--- config.mk ---
export PLATFORM = sky130hd
export DESIGN_NAME = quad_decoder
export DESIGN_NICKNAME = d
export VERILOG_FILES = /design/src/rtl/quad_decoder.sv
export SDC_FILE = /design/constraint.sdc
export NUM_CORES = 1
export LEC_CHECK = 0
export CAP_MARGIN = 40
export CORE_UTILIZATION = 60
export DETAILED_ROUTE_END_ITERATION = 10
export PLACE_DENSITY = 0.87
export SLEW_MARGIN = 20
export SYNTH_ARGS = -nofsm -noshare
export SYNTH_HDL_FRONTEND = slang
export SYNTH_SLANG_ARGS = --single-unit
--- constraint.sdc ---
create_clock -name clk -period 5.09 [get_ports clk]
set_input_delay 0.509 -clock clk [delete_from_list [all_inputs] [get_ports clk]]
set_output_delay 0.509 -clock clk [all_outputs]
set_load 0.02 [all_outputs]
--- src/rtl/quad_decoder.sv ---
// Quadrature decoder: sync + debounce both channels, emit step/err pulses.
// In: clk, rst_n, enc_a, enc_b, clear. Out: enable, countUpDown, err, err_cnt.
module quad_decoder #(
  parameter int DEB_CYCLES = 4
) (
  input  logic       clk,
  input  logic       rst_n,
  input  logic       enc_a,
  input  logic       enc_b,
  input  logic       clear,
  output logic       enable,
  output logic       countUpDown,
  output logic       err,
  output logic [3:0] err_cnt
);

  typedef enum logic [1:0] {
    WAIT = 2'd0,
    LOAD = 2'd1,
    RUN  = 2'd2
  } state_t;

  localparam logic [7:0] DEB_M1 = 8'(DEB_CYCLES - 1);

  state_t      state_q, state_d;
  logic        wait_q, wait_d;
  logic        a_m_q, a_m_d;
  logic        a_s_q, a_s_d;
  logic        b_m_q, b_m_d;
  logic        b_s_q, b_s_d;
  logic [7:0]  cnt_a_q, cnt_a_d;
  logic [7:0]  cnt_b_q, cnt_b_d;
  logic        deb_a_q, deb_a_d;
  logic        deb_b_q, deb_b_d;
  logic [1:0]  prev_q, prev_d;
  logic        enable_q, enable_d;
  logic        dir_q, dir_d;
  logic        err_q, err_d;
  logic [3:0]  err_cnt_q, err_cnt_d;

  logic [1:0]  pos_cur;
  logic [1:0]  pos_prev;
  logic [1:0]  step;

  // Gray pair {A,B} -> position along the up sequence
  // 00->0, 10->1, 11->2, 01->3; step = wrapped delta.
  assign pos_cur  = {deb_b_q, deb_a_q ^ deb_b_q};
  assign pos_prev = {prev_q[0], prev_q[1] ^ prev_q[0]};
  assign step     = pos_cur - pos_prev;

  always_comb begin
    a_m_d     = enc_a;
    a_s_d     = a_m_q;
    b_m_d     = enc_b;
    b_s_d     = b_m_q;
    deb_a_d   = deb_a_q;
    deb_b_d   = deb_b_q;
    cnt_a_d   = '0;
    cnt_b_d   = '0;
    state_d   = state_q;
    wait_d    = wait_q;
    prev_d    = prev_q;
    enable_d  = 1'b0;
    err_d     = 1'b0;
    dir_d     = dir_q;
    err_cnt_d = err_cnt_q;

    if (a_s_q != deb_a_q) begin
      if (cnt_a_q == DEB_M1) begin
        deb_a_d = a_s_q;
      end else begin
        cnt_a_d = cnt_a_q + 8'd1;
      end
    end

    if (b_s_q != deb_b_q) begin
      if (cnt_b_q == DEB_M1) begin
        deb_b_d = b_s_q;
      end else begin
        cnt_b_d = cnt_b_q + 8'd1;
      end
    end

    unique case (state_q)
      WAIT: begin
        if (wait_q) begin
          state_d = LOAD;
        end else begin
          wait_d = 1'b1;
        end
      end
      LOAD: begin
        // resting position is adopted, not decoded
        deb_a_d = a_s_q;
        deb_b_d = b_s_q;
        cnt_a_d = '0;
        cnt_b_d = '0;
        prev_d  = {a_s_q, b_s_q};
        state_d = RUN;
      end
      RUN: begin
        prev_d = {deb_a_q, deb_b_q};
        unique case (step)
          2'd1: begin
            enable_d = 1'b1;
            dir_d    = 1'b1;
          end
          2'd3: begin
            enable_d = 1'b1;
            dir_d    = 1'b0;
          end
          2'd2: begin
            err_d = 1'b1;
          end
          default: ;
        endcase
      end
      default: begin
        state_d = WAIT;
      end
    endcase

    if (clear) begin
      err_cnt_d = '0;
    end else if (err_d && err_cnt_q != 4'hf) begin
      err_cnt_d = err_cnt_q + 4'd1;
    end
  end

  always_ff @(posedge clk or negedge rst_n) begin
    if (!rst_n) begin
      state_q   <= WAIT;
      wait_q    <= 1'b0;
      a_m_q     <= 1'b0;
      a_s_q     <= 1'b0;
      b_m_q     <= 1'b0;
      b_s_q     <= 1'b0;
      cnt_a_q   <= '0;
      cnt_b_q   <= '0;
      deb_a_q   <= 1'b0;
      deb_b_q   <= 1'b0;
      prev_q    <= 2'b00;
      enable_q  <= 1'b0;
      dir_q     <= 1'b0;
      err_q     <= 1'b0;
      err_cnt_q <= '0;
    end else begin
      state_q   <= state_d;
      wait_q    <= wait_d;
      a_m_q     <= a_m_d;
      a_s_q     <= a_s_d;
      b_m_q     <= b_m_d;
      b_s_q     <= b_s_d;
      cnt_a_q   <= cnt_a_d;
      cnt_b_q   <= cnt_b_d;
      deb_a_q   <= deb_a_d;
      deb_b_q   <= deb_b_d;
      prev_q    <= prev_d;
      enable_q  <= enable_d;
      dir_q     <= dir_d;
      err_q     <= err_d;
      err_cnt_q <= err_cnt_d;
    end
  end

  assign enable      = enable_q;
  assign countUpDown = dir_q;
  assign err         = err_q;
  assign err_cnt     = err_cnt_q;

endmodule

# After elaboration in Yosys (flattened, before gate mapping)
# Cells that the tools add are included.
[word_totals] reg_bits=34 input_bits=5 output_inout_bits=7 elab_cells=69
[op_classes] n_addsub=4 n_eq_ne=11 muxes=22 bitwise_logic=3 reduce_logical=14
[op_table] cell="$mux 8" count=6
[op_table] cell="$add 8x1->8 const B" count=2
[op_table] cell="$eq 8x2->1 const B" count=2
[op_table] cell="$reduce_bool 2->1" count=7
[op_table] cell="$mux 1" count=10
[op_table] cell="$mux 4" count=2
[op_table] cell="$reduce_and 2->1" count=4
[op_table] cell="$eq 2x2->1 const B" count=3
[op_table] cell="$pmux 2 s3" count=1
[op_table] cell="$add 4x1->4 const B" count=1
[op_table] cell="$eq 2x1->1 const B" count=2
[op_table] cell="$ne 4x4->1 const B" count=1
[op_table] cell="$pmux 2 s2" count=1
[op_table] cell="$logic_not 2->1" count=1
[op_table] cell="$mux 2" count=1
[op_table] cell="$ne 1x1->1" count=2
[op_table] cell="$ne 2x2->1 const B" count=1
[op_table] cell="$pmux 1 s2" count=1
[op_table] cell="$reduce_or 2->1" count=1
[op_table] cell="$sub 2x2->2" count=1
[op_table] cell="$xor 1x1->1" count=2
[op_table] cell="$logic_and 1x1->1" count=1
[op_table] cell="$not 1->1" count=1

# Logic depth before layout (Yosys ltp)
[depth] word_depth=8 mapped_depth=7 ltp_nobuf=6

# Worst setup path before layout
# Ideal clock, no wire load.
[synth_path] path_kind="reg2reg" start="reg deb_a_q" end="reg err_cnt_q[3], in the netlist err_cnt[3]" setup_time_ns=0.077 arrival_time_ns=1.557 required_time_ns=5.013 setup_slack_ns=3.456 stages_incl_launch_ff=8 n_path_buf=1 synth_period_minus_slack_ns=1.634 path_cell_list="dfrtp_1 > xnor2_1 > ha_1 > xor3_2 > and4_1 > buf_6 > a21o_1 > a21oi_1"
[synth_between] elab_chain_len=7
[synth_rtl] element="start: declaration" line="33" source="logic deb_a_q, deb_a_d;"
[synth_rtl] element="start signal: assignment" line="140" source="deb_a_q <= 1'b0;"
[synth_rtl] element="start signal: assignment" line="156" source="deb_a_q <= deb_a_d;"
[synth_rtl] element="$xor 1x1->1" line="47" source="assign pos_cur = {deb_b_q, deb_a_q ^ deb_b_q};"
[synth_rtl] element="$sub 2x2->2" line="49" source="assign step = pos_cur - pos_prev;"
[synth_rtl] element="$eq 2x2->1" line="103" source="unique case (step)"
[synth_rtl] element="$mux 1" line="103"
[synth_rtl] element="$mux 1" line="84" source="unique case (state_q)"
[synth_rtl] element="$logic_and 1x1->1" line="125" source="end else if (err_d && err_cnt_q != 4'hf) begin"
[synth_rtl] element="$reduce_bool 2->1 (no line)"
[synth_rtl] element="end signal: assignment" line="162" source="err_cnt_q <= err_cnt_d;"
[synth_rtl] element="end: declaration" line="39" source="logic [3:0] err_cnt_q, err_cnt_d;"
# Every way passes these cells.
# A chain may end at the register's enable or synchronous reset.

# Worst setup path after layout
[layout_path] start="reg err_cnt_q[2], in the netlist err_cnt[2]" end="out err_cnt[2]"
[layout_rtl] element="end: declaration" line="14" source="output logic [3:0] err_cnt"
# No word-level cell between the ends.

==> out/metrics.cfg <==
[status]
outcome = completed

[cells_and_area]
fillCellCount = 168
diodes = 0
drive_gt1_share_pct = 9.80
syn2layout_area_growth_pct = 14.4
final_core_util_pct = 71.8
nets = 165
fin_area_um2 = 1760

[global_route]
grt_pass1_wl_um = 4440
overflow = 0
antenna_found_initial = 0
first_global_vias = 1034
track_usage_pct = 23.5
grt_max_degree = 35

[detailed_routing]
wl_um = 2590
avgViaCountPerCell = 5.44
wl_per_cell_um = 14.2
drt_first_iter_violations = 9
drtAntennaViolNets = 0
dr.pass1.iters = 4
num_vias = 995
post-route-drc-count = 0

[synthesis]
netlist_instances = 134
synth_fp_nets = 147
synthTopCellsByArea = dfrtp_1 (55%), ha_1 (6.5%), nor2_1 (5.4%)
synth_top_area_share_pct = 55.2
synth.ff_latch_count = 34
synth_common_cells = dfrtp_1 (34), nor2_1 (22), xnor2_1 (9), ha_1 (8), xor2_1 (8)
ys.flop_type = dfrtp_1
ys_seq_area_share_pct = 55.2
ys_warn_count = 0
synth-edff-count = 0
netlist_area_um2 = 1540
async_flop_share_pct = 100
syn_avg_cell_area_um2 = 11.5
yosysMostFrequentCell = dfrtp_1
synth_area_leader_cell = dfrtp_1
synth.distinct_cells = 30

[clocking]
path_clk_slew_ps = 100
postCtsSetupBuffers = 0
cts_buffer_depth = 2
cts.sinks = 34
post_cts_resized = 0
cts-root-buf = clkbuf_4
clk_latency_ps = 330
h-tree-depth = 2
ctsHoldBuffers = 0
numCtsBuffers = 5
cts_tree = done

[worst_setup_path]
crit_slowest_cell = clkdlybuf4s50_1
path_buf_inv = 1
slowest_delay_ps = 640
required_ps = 4580
critPathTopFamily = buffers and inverters
crit_fanout = 5
critPathLaunchType = flop
cp.arrival_ps = 1410
cp-end-kind = output pin
critPathKind = flop to output pin
path_cells = clkdlybuf4s50_1

[timing]
rsz0062_at_grt = false
fin_crit_sh_pct = 37.8
timing.final.ws_setup_ps = 3170
max_freq_ghz = 0.520
period_needed_ps = 1920
finalSetupViolations = 0
max_slew_margin_pct = 71.9
maxSlewViolCount = 0
tightestPinTransition_ps = 421
setup-tns-final_ps = 0
skew_ps = 6.60
hold_viol_final = 0

[placed_design]
postPlaceCellArea_um2 = 1690
routabilityCongestion = 0.791
port-buffer-count = 11
dp_worst_setup_slack_ps = 3350
hpwl_um = 1900

[die]
fp-row-count = 18
die-area_um2 = 2780
die_w_um = 52.7
initial_core_util_pct = 62.8
coreArea_um2 = 2450
die_h_um = 52.7
ios = 12

[run]
maxCapViolCount = 0

[power]
switching_power_mw = 0.332
cell_internal_pwr_mw = 0.615
vdd_ir_drop_max_uv = 537
power_frac_seq_pct = 39.9
p_per_area_nw_per_um2 = 537
p_leak_nw = 0.827
p_sw_share_pct = 35.1
power_frac_clock_pct = 19.9
combPwrFrac_pct = 40.2

[worst_hold_path]
hold_path_class = flop to flop

==> registers in the layout, indices dropped and copies added, names as in the netlist, 2 cells and up <==
name and count:
cnt_a_q 8, state_q 2, cnt_b_q 8, err_cnt 4, prev_q 2
==> routing by layer <==
metal	share of wire, %	up-vias	track usage (%)
met3	4.3	2	7.83
met4	0.73	0	10.1
met5	0	-	0
met1	44	489	27.4
met2	51	19	39.0
li1	-	485	-
==> path summary, 6_finish.rpt <==
path	startpoint	endpoint	slack, ps	cells after the start
max in group asynchronous	rst_n	enable$_DFF_PN0_	4210	2
max	err_cnt[2]$_DFFE_PN0P_	err_cnt[2]	3170	1
max reg2reg	deb_b_q$_DFFE_PN0P_	err_cnt[3]$_DFFE_PN0P_	3310	6
min	a_m_q$_DFF_PN0_	a_s_q$_DFF_PN0_	360	0
min reg2reg	a_m_q$_DFF_PN0_	a_s_q$_DFF_PN0_	360	0
min in group asynchronous	rst_n	cnt_b_q[4]$_DFF_PN0_	570	2
==> power groups by stage <==
stage / logic (mW) / clock network, mW / registers, mW
floorplan: 0.291 / 0 / 0.396
global placement: 0.362 / 0 / 0.379
detailed placement: 0.382 / 0 / 0.383
CTS: 0.385 / 0.193 / 0.378
global route: 0.416 / 0.206 / 0.385
finish: 0.380 / 0.189 / 0.378
==> layout by cell type (no fill, tap or decap), drive strengths merged, types with 2 or more instances in the layout <==
cell,netlist,layout
a21oi,7,7
and2,2,2
and3,6,6
clkbuf,0,5
clkdlybuf4s50,0,11
clkinv,0,2
dfrtp,34,34
ha,8,8
inv,4,4
mux2,2,2
mux2i,3,3
nand2,6,6
nand3,6,6
nor2,22,22
nor2b,2,2
nor3,2,2
o21ai,2,2
xnor2,9,9
xor2,8,8
==> cell families after synthesis <==
family | synth area share (%)
flops | 55.2
xor+xnor | 11.3
fa+ha+maj | 6.49
buf+inv | 1.70
mux | 3.41
compound gates | 4.22
simple gates | 17.7
==> per-stage QoR <==
stage	hold WS (ps)	total power [mW]	cells
after floorplan	213	0.687	134
after global placement	335	0.741	175
after CTS	361	0.955	183
final	356	0.947	183
after global routing	373	1.01	183
after detailed placement	336	0.765	175
==> final cells by class <==
| type | instances | area [um^2] | area share (%) |
|---|---|---|---|
| multi-input cells | 95 | 664 | 37.7 |
| repair buffers | 12 | 118 | 6.67 |
| flip-flops and latches | 34 | 851 | 48.3 |
| inverters | 4 | 15.0 | 0.852 |
| clock buffers | 5 | 37.5 | 2.13 |
| clock inverters | 3 | 40.0 | 2.27 |
| well taps | 30 | 37.5 | 2.13 |
(Power assumes the default switching activity.)
